## config.mk

```make
export PLATFORM = sky130hd
export DESIGN_NAME = coef_ram_loader
export DESIGN_NICKNAME = d
export VERILOG_FILES = /design/src/rtl/coef_ram_loader.sv
export SDC_FILE = /design/constraint.sdc
export NUM_CORES = 1
export LEC_CHECK = 0
export ABC_AREA = 1
export ABC_CLOCK_PERIOD_IN_PS = 1400
export CORE_MARGIN = 3
export CORE_UTILIZATION = 34
export DETAILED_ROUTE_END_ITERATION = 12
export MAX_ROUTING_LAYER = met4
export PLACE_DENSITY = 0.62
export SYNTH_ARGS = -nofsm -noshare
export SYNTH_HDL_FRONTEND = slang
export SYNTH_SLANG_ARGS = --single-unit
```

## constraint.sdc

```tcl
create_clock -name clock -period 1.4 [get_ports clock]
set_clock_uncertainty 0.15 [all_clocks]
set_input_delay 0.21 -clock clock [delete_from_list [all_inputs] [get_ports clock]]
set_output_delay 0.21 -clock clock [all_outputs]
set_load 0.1 [all_outputs]
```

## src/rtl/coef_ram_loader.sv

```systemverilog
// Writer side of the lowpass coefficient RAM: parses the framed host byte stream and writes coefficients.
// Optional trailing checksum byte enabled by defining COEF_LOADER_CHECKSUM_EN.
module coef_ram_loader #(
  parameter logic [7:0] SYNC_BYTE      = 8'hA5,
  parameter int         TIMEOUT_CYCLES = 480000,
  parameter int         TO_W           = 19
) (
  input  logic       clock,
  input  logic       reset,
  input  logic [7:0] rx_data,
  input  logic       rx_valid,
  output logic       rx_ready,
  output logic [6:0] RAM_coefs_wr_addr,
  output logic [7:0] RAM_coefs_datain,
  output logic       RAM_coefs_we,
  output logic       busy,
  output logic       load_done,
  output logic       load_err,
  output logic       coefs_valid
);

  typedef enum logic [2:0] {
    IDLE, GET_START, GET_COUNT, GET_DATA, WRITE, ERROR
`ifdef COEF_LOADER_CHECKSUM_EN
    , GET_CSUM
`endif
  } state_t;

  state_t            state_q, state_d;
  logic [6:0]        addr_q, addr_d;
  logic [7:0]        data_q, data_d;
  logic [7:0]        cnt_q, cnt_d;
  logic [TO_W-1:0]   to_q, to_d;
  logic              done_q, done_d;
  logic              cv_q, cv_d;
  logic              accept, timeout_hit;

  assign accept      = rx_valid & rx_ready;
  assign timeout_hit = (to_q == TO_W'(TIMEOUT_CYCLES - 1));

`ifdef COEF_LOADER_CHECKSUM_EN
  logic [7:0] sum_q, sum_d;

  always_comb begin
    sum_d = sum_q;
    if (accept) begin
      case (state_q)
        GET_START:          sum_d = rx_data;
        GET_COUNT, GET_DATA: sum_d = sum_q + rx_data;
        default: ;
      endcase
    end
  end

  always_ff @(posedge clock) begin
    if (reset) sum_q <= '0;
    else       sum_q <= sum_d;
  end
`endif

  always_comb begin
    state_d = state_q;
    addr_d  = addr_q;
    data_d  = data_q;
    cnt_d   = cnt_q;
    cv_d    = cv_q;
    done_d  = 1'b0;
    to_d    = (state_q == IDLE || accept) ? '0 : to_q + TO_W'(1);
    case (state_q)
      IDLE:
        if (accept && rx_data == SYNC_BYTE) state_d = GET_START;
      GET_START:
        if (accept) begin
          if (rx_data[7]) state_d = ERROR;
          else begin
            addr_d  = rx_data[6:0];
            state_d = GET_COUNT;
          end
        end
      GET_COUNT:
        if (accept) begin
          if (rx_data > 8'd128) state_d = ERROR;
          else begin
            cnt_d   = (rx_data == 8'd0) ? 8'd128 : rx_data;
            cv_d    = 1'b0;
            state_d = GET_DATA;
          end
        end
      GET_DATA:
        if (accept) begin
          data_d  = rx_data;
          state_d = WRITE;
        end
      WRITE: begin
        addr_d = addr_q + 7'd1;
        cnt_d  = cnt_q - 8'd1;
        if (cnt_q == 8'd1) begin
`ifdef COEF_LOADER_CHECKSUM_EN
          state_d = GET_CSUM;
`else
          state_d = IDLE;
          done_d  = 1'b1;
          cv_d    = 1'b1;
`endif
        end else begin
          state_d = GET_DATA;
        end
      end
`ifdef COEF_LOADER_CHECKSUM_EN
      GET_CSUM:
        if (accept) begin
          if (rx_data == sum_q) begin
            state_d = IDLE;
            done_d  = 1'b1;
            cv_d    = 1'b1;
          end else begin
            state_d = ERROR;
          end
        end
`endif
      ERROR:   state_d = IDLE;
      default: state_d = IDLE;
    endcase
    // Inter-byte watchdog: only meaningful while a frame is open and waiting on the host.
    if (state_q != IDLE && state_q != ERROR && !accept && timeout_hit) state_d = ERROR;
  end

  always_ff @(posedge clock) begin
    if (reset) begin
      state_q <= IDLE;
      addr_q  <= '0;
      data_q  <= '0;
      cnt_q   <= '0;
      to_q    <= '0;
      done_q  <= 1'b0;
      cv_q    <= 1'b0;
    end else begin
      state_q <= state_d;
      addr_q  <= addr_d;
      data_q  <= data_d;
      cnt_q   <= cnt_d;
      to_q    <= to_d;
      done_q  <= done_d;
      cv_q    <= cv_d;
    end
  end

  assign rx_ready          = (state_q != WRITE) && (state_q != ERROR);
  // Reset gates the strobe directly so a write pending in the reset cycle never lands.
  assign RAM_coefs_we      = (state_q == WRITE) && !reset;
  assign RAM_coefs_wr_addr = addr_q;
  assign RAM_coefs_datain  = data_q;
  assign busy              = (state_q != IDLE);
  assign load_err          = (state_q == ERROR);
  assign load_done         = done_q;
  assign coefs_valid       = cv_q;

endmodule

```

* Word-level counts from Yosys, hierarchy flattened
Cells that the tools add are included.
** Storage, ports and cells
- Register bits :: 47
- Input port bits :: 11
- Output and inout port bits :: 21
- Logic and storage cells :: 79
** Cells by class
- Add/subtract/negate cells :: 3
- Order comparisons :: 1
- Equality and inequality tests :: 21
- Multiplexer cells :: 21
- Bitwise logic cells :: 2
- Reductions and logical operators :: 23
** Operators by type and width (number)
- 8-bit 2-to-1 mux :: 3
- 3-bit 2-to-1 mux :: 7
- 19-bit by 1-bit adder with 19-bit output, second input constant :: 1
- 19-bit equality test, second input constant :: 1
- 8-bit one-hot mux with 2 select lines :: 1
- 3-bit inequality test, second input constant :: 5
- 3-bit one-hot mux with 5 select lines :: 1
- 7-bit 2-to-1 mux :: 2
- 7-bit one-hot mux with 2 select lines :: 1
- 2-bit inequality test, second input constant :: 6
- 4-bit AND reduction :: 3
- 8-bit by 1-bit equality test with 1-bit output, second input constant :: 1
- 8-bit equality test, second input constant :: 1
- 8-bit greater-than comparator, second input constant :: 1
- 8-bit logical NOT :: 1
- 8-bit by 1-bit subtractor with 8-bit output, second input constant :: 1
- 7-bit by 1-bit adder with 7-bit output, second input constant :: 1
- 3-bit by 2-bit equality test with 1-bit output, second input constant :: 2
- 3-bit equality test, second input constant :: 2
- 1-bit logical AND :: 6
- 3-bit AND reduction :: 2
- 2-bit OR reduction :: 3
- 1-bit 2-to-1 mux :: 4
- 2-bit nonzero test :: 2
- 12 further kinds :: 13

* Depth between registers and ports, before layout
- Depth after elaboration :: 8
- Gate-level depth with buffers :: 10
- Mapped depth without buffers :: 10

* Worst setup path after synthesis
Ideal clock, no wire load.
- Path kind :: reg-to-output
- Start :: reg state_q[0]
- End :: out RAM_coefs_we
- Data arrival time :: 2.120 ns
- Required time :: 1.040 ns
- Path slack :: -1.080 ns
- Cell stages (with the launch flop) :: 5
- Buffers on the path :: 1
- Path through :: dfxtp_1 nor2_4 nand2_8 buf_4 nor2_1
** On the way
- Cells in the longest elaborated chain, start to end :: 2
** RTL lines
- from (decl) :: RTL line 29 : state_t state_q, state_d;
- from (signal assigned) :: RTL line 138 : state_q <= state_d;
- 3-bit equality test :: RTL line 150 : assign RAM_coefs_we = (state_q == WRITE) && !reset;
- 1-bit logical AND :: RTL line 150
- to (decl) :: RTL line 15 : output logic RAM_coefs_we,
No other way between the ends.

* Final worst setup path
- Start :: reg state_q[1]
- End :: out RAM_coefs_we
The elaborated chain is that of the path after synthesis.

==> metrics.csv <==
metric,value,unit
outcome,"complete, but fails checks",
violations,negative setup slack,
path_class,reg -> out,
yosysWarnings,0,
drt_first_pass_iters,4,
r2r_cells,8,
insertion_delay,0.31,ns
grt_overflow,0,
fillers,580,
slew_headroom,77.7,%
drc,0,
syn-num-nets,416,
post-route-period-util,120,%
ys_types,34,
grt_usage,18.9,%
die_height,94.9,microns
numCtsBuffers,5,
dpl.hpwl,5.67,mm
synth_top_area_share,35.0,%
synth_most_common_cell,nand2_1,
cp-start-kind,flip-flop,
antenna_found_initial,0,
clk_pin_slew,0.10,ns
n_antenna_cell,0,
hold_slack,0.215,ns
total_leakage_power,1.98,nW
synth_area_leaders,"dfxtp_1 (35%), nand2_1 (13%), nor2_1 (8.0%)",
die-area,9000,sq um
end_kind,output pin,
async_flop_share,0,%
finalCoreUtilization,65.2,%
ys_ff_latch,47,
rows,31,
drv_cap,0,
cp.arrival,1.32,ns
setup_tns,-6.21,ns
worstReg2RegEnd,cnt_q[4],
fin_ws,-0.281,ns
reg2reg_from,state_q[2],
finalPower,7.34,mW
ant_nets,0,
drtIter0Drc,109,
dp_slack,-0.389,ns
tightest_slew,0.335,ns
cts.path.max_buffers,2,
coreArea,7450,sq um
io_buffer_count,31,
clockRootBuffer,clkbuf_8,
final_nets,544,
netlist_area,2690,sq um
drive_above_1_share,49.6,%
cts_tree,yes,
cp_slowest_cell,dfxtp_4,
synth_edf_count,0,
ios,32,
synth-seq-area-share,35.0,%
max-vdd-ir-drop,0.741,mV
crit_chain,nor2_4 > buf_12 > nand2_8 > nor2_4 > buf_12,
yosysTopAreaCell,dfxtp_1,
drt-total-wl,8.75,mm
h-tree-depth,2,
grt_max_degree,16,
avgRoutedWirePerCell,13.9,microns
synth_ff_type,dfxtp_1,
syn2layout_area_growth,80.9,%
routed_via_density,4.96,
die_w,94.9,microns
synthCells,401,
cp_max_fo,3,
r2r_slack,-0.23,ns
setup.worst_path.start,state_q[1],
via_count,3117,
setup_viol,43,
p_per_area,1510,nW/um^2
grt_first_pass_wirelength,13.1,mm
fmax,0.595,GHz
post-route-min-period,1.68,ns
place_congestion,0.886,
cts.sinks,47,
grt_pass1_vias,2897,
required,1.04,ns
endpoint,RAM_coefs_we,
slowest_delay,0.38,ns
initial_core_util,36.1,%
hold_class,in -> reg,
synth_commonest_cells,"nand2_1 (95), nor2_1 (57), dfxtp_1 (47)",
postSynthAreaPerCell,6.70,sq um
drv_slew,0,
hold_viol,0,
rsz0062_at_grt,true,
[registers in the layout, indices dropped and copies added, names as in the netlist]
signal             flops
coefs_valid            1
to_q                  19
cnt_q                  8
state_q                3
RAM_coefs_datain       8
load_done              1
RAM_coefs_wr_addr      7
[cells in the final DEF, fill, tap and decap left out, types with 3 or more instances in the layout]
cell type         n
nor3_2            7
nand2_2          16
nand3_4           6
xor2_1            6
inv_4             3
nor2_1           44
nor2_4            9
buf_4            73
clkbuf_8          5
inv_6             3
nor2_2            9
inv_1            40
nor3_4            3
dfxtp_4          10
o21ai_1          13
o21ai_2           7
clkdlybuf4s50_1   8
nand3_1          14
o21ai_0           7
nand3_2          15
dfxtp_2           6
a21oi_2          14
a21oi_1          19
buf_6            19
nand4_1           4
nand2_4          17
nand2_1          70
dfxtp_1          31
buf_12           26
[per-stage QoR]
step / area (sq um) / instances
6_report: 4860 / 629
5_1_grt: 4860 / 629
4_1_cts: 4490 / 614
3_5_place_dp: 3920 / 595
3_3_place_gp: 3920 / 595
2_1_floorplan: 2770 / 401
[critical path, delay by kind of cell, from the launching register on]
kind | cells | cell delay (ns)
AND/OR/NAND/NOR | 3 | 0.31
flip-flops | 1 | 0.38
buffers and inverters | 2 | 0.31
[repair_timing]
| action | in CTS | in global routing |
|---|---|---|
| buffers inserted | 14 | 16 |
| setup endpoints to repair | 47 | 48 |
| cloned | 1 | 0 |
| gates resized for setup | 92 | 76 |
| hold buffers | 0 | 0 |
| pin swaps | 38 | 35 |
| hold endpoints to repair | 0 | 0 |
[worst min path at each step]
stage / start / end / cells past startpoint
4_1_cts: to_q[9] / to_q[9] / 1
6_report: rx_data[5] / RAM_coefs_datain[5] / 4
2_1_floorplan: reset / RAM_coefs_wr_addr[0] / 1
3_3_place_gp: to_q[9] / to_q[9] / 1
5_1_grt: rx_data[5] / RAM_coefs_datain[5] / 4
3_5_place_dp: to_q[18] / to_q[18] / 2
[power by group]
part	switching [mW]	internal (mW)	total, mW
sequential	0.224	1.55	1.77
combinational	2.50	1.91	4.41
clock	0.511	0.643	1.15
[per-layer routing]
metal / vias to the layer above / track usage, % / part of all wire [%]
met5: - / - / 0
met4: 0 / 6.61 / 2.1
met3: 20 / 2.79 / 3.5
met2: 74 / 33.9 / 53
met1: 1463 / 21.2 / 41
li1: 1560 / - / -
[kinds of logic after synthesis]
kind of cell	share of synthesized area, %
xor gates and xnor gates	2.28
DFF	35.0
AOI/OAI and AO/OA	13.4
and+or+nand+nor	38.2
adders and majority gates	1.86
buffers and inverters	9.27
[layout make-up]
type	instances	area [sq um]	area share, %
Tap cell	99	124	2.55
Clock buffer	6	93.8	1.93
Inverter	48	204	4.20
Clock inverter	2	36.3	0.747
Multi-Input combinational cell	298	2010	41.5
Timing Repair Buffer	129	1400	28.8
Sequential cell	47	986	20.3
(Power assumes the default switching activity.)
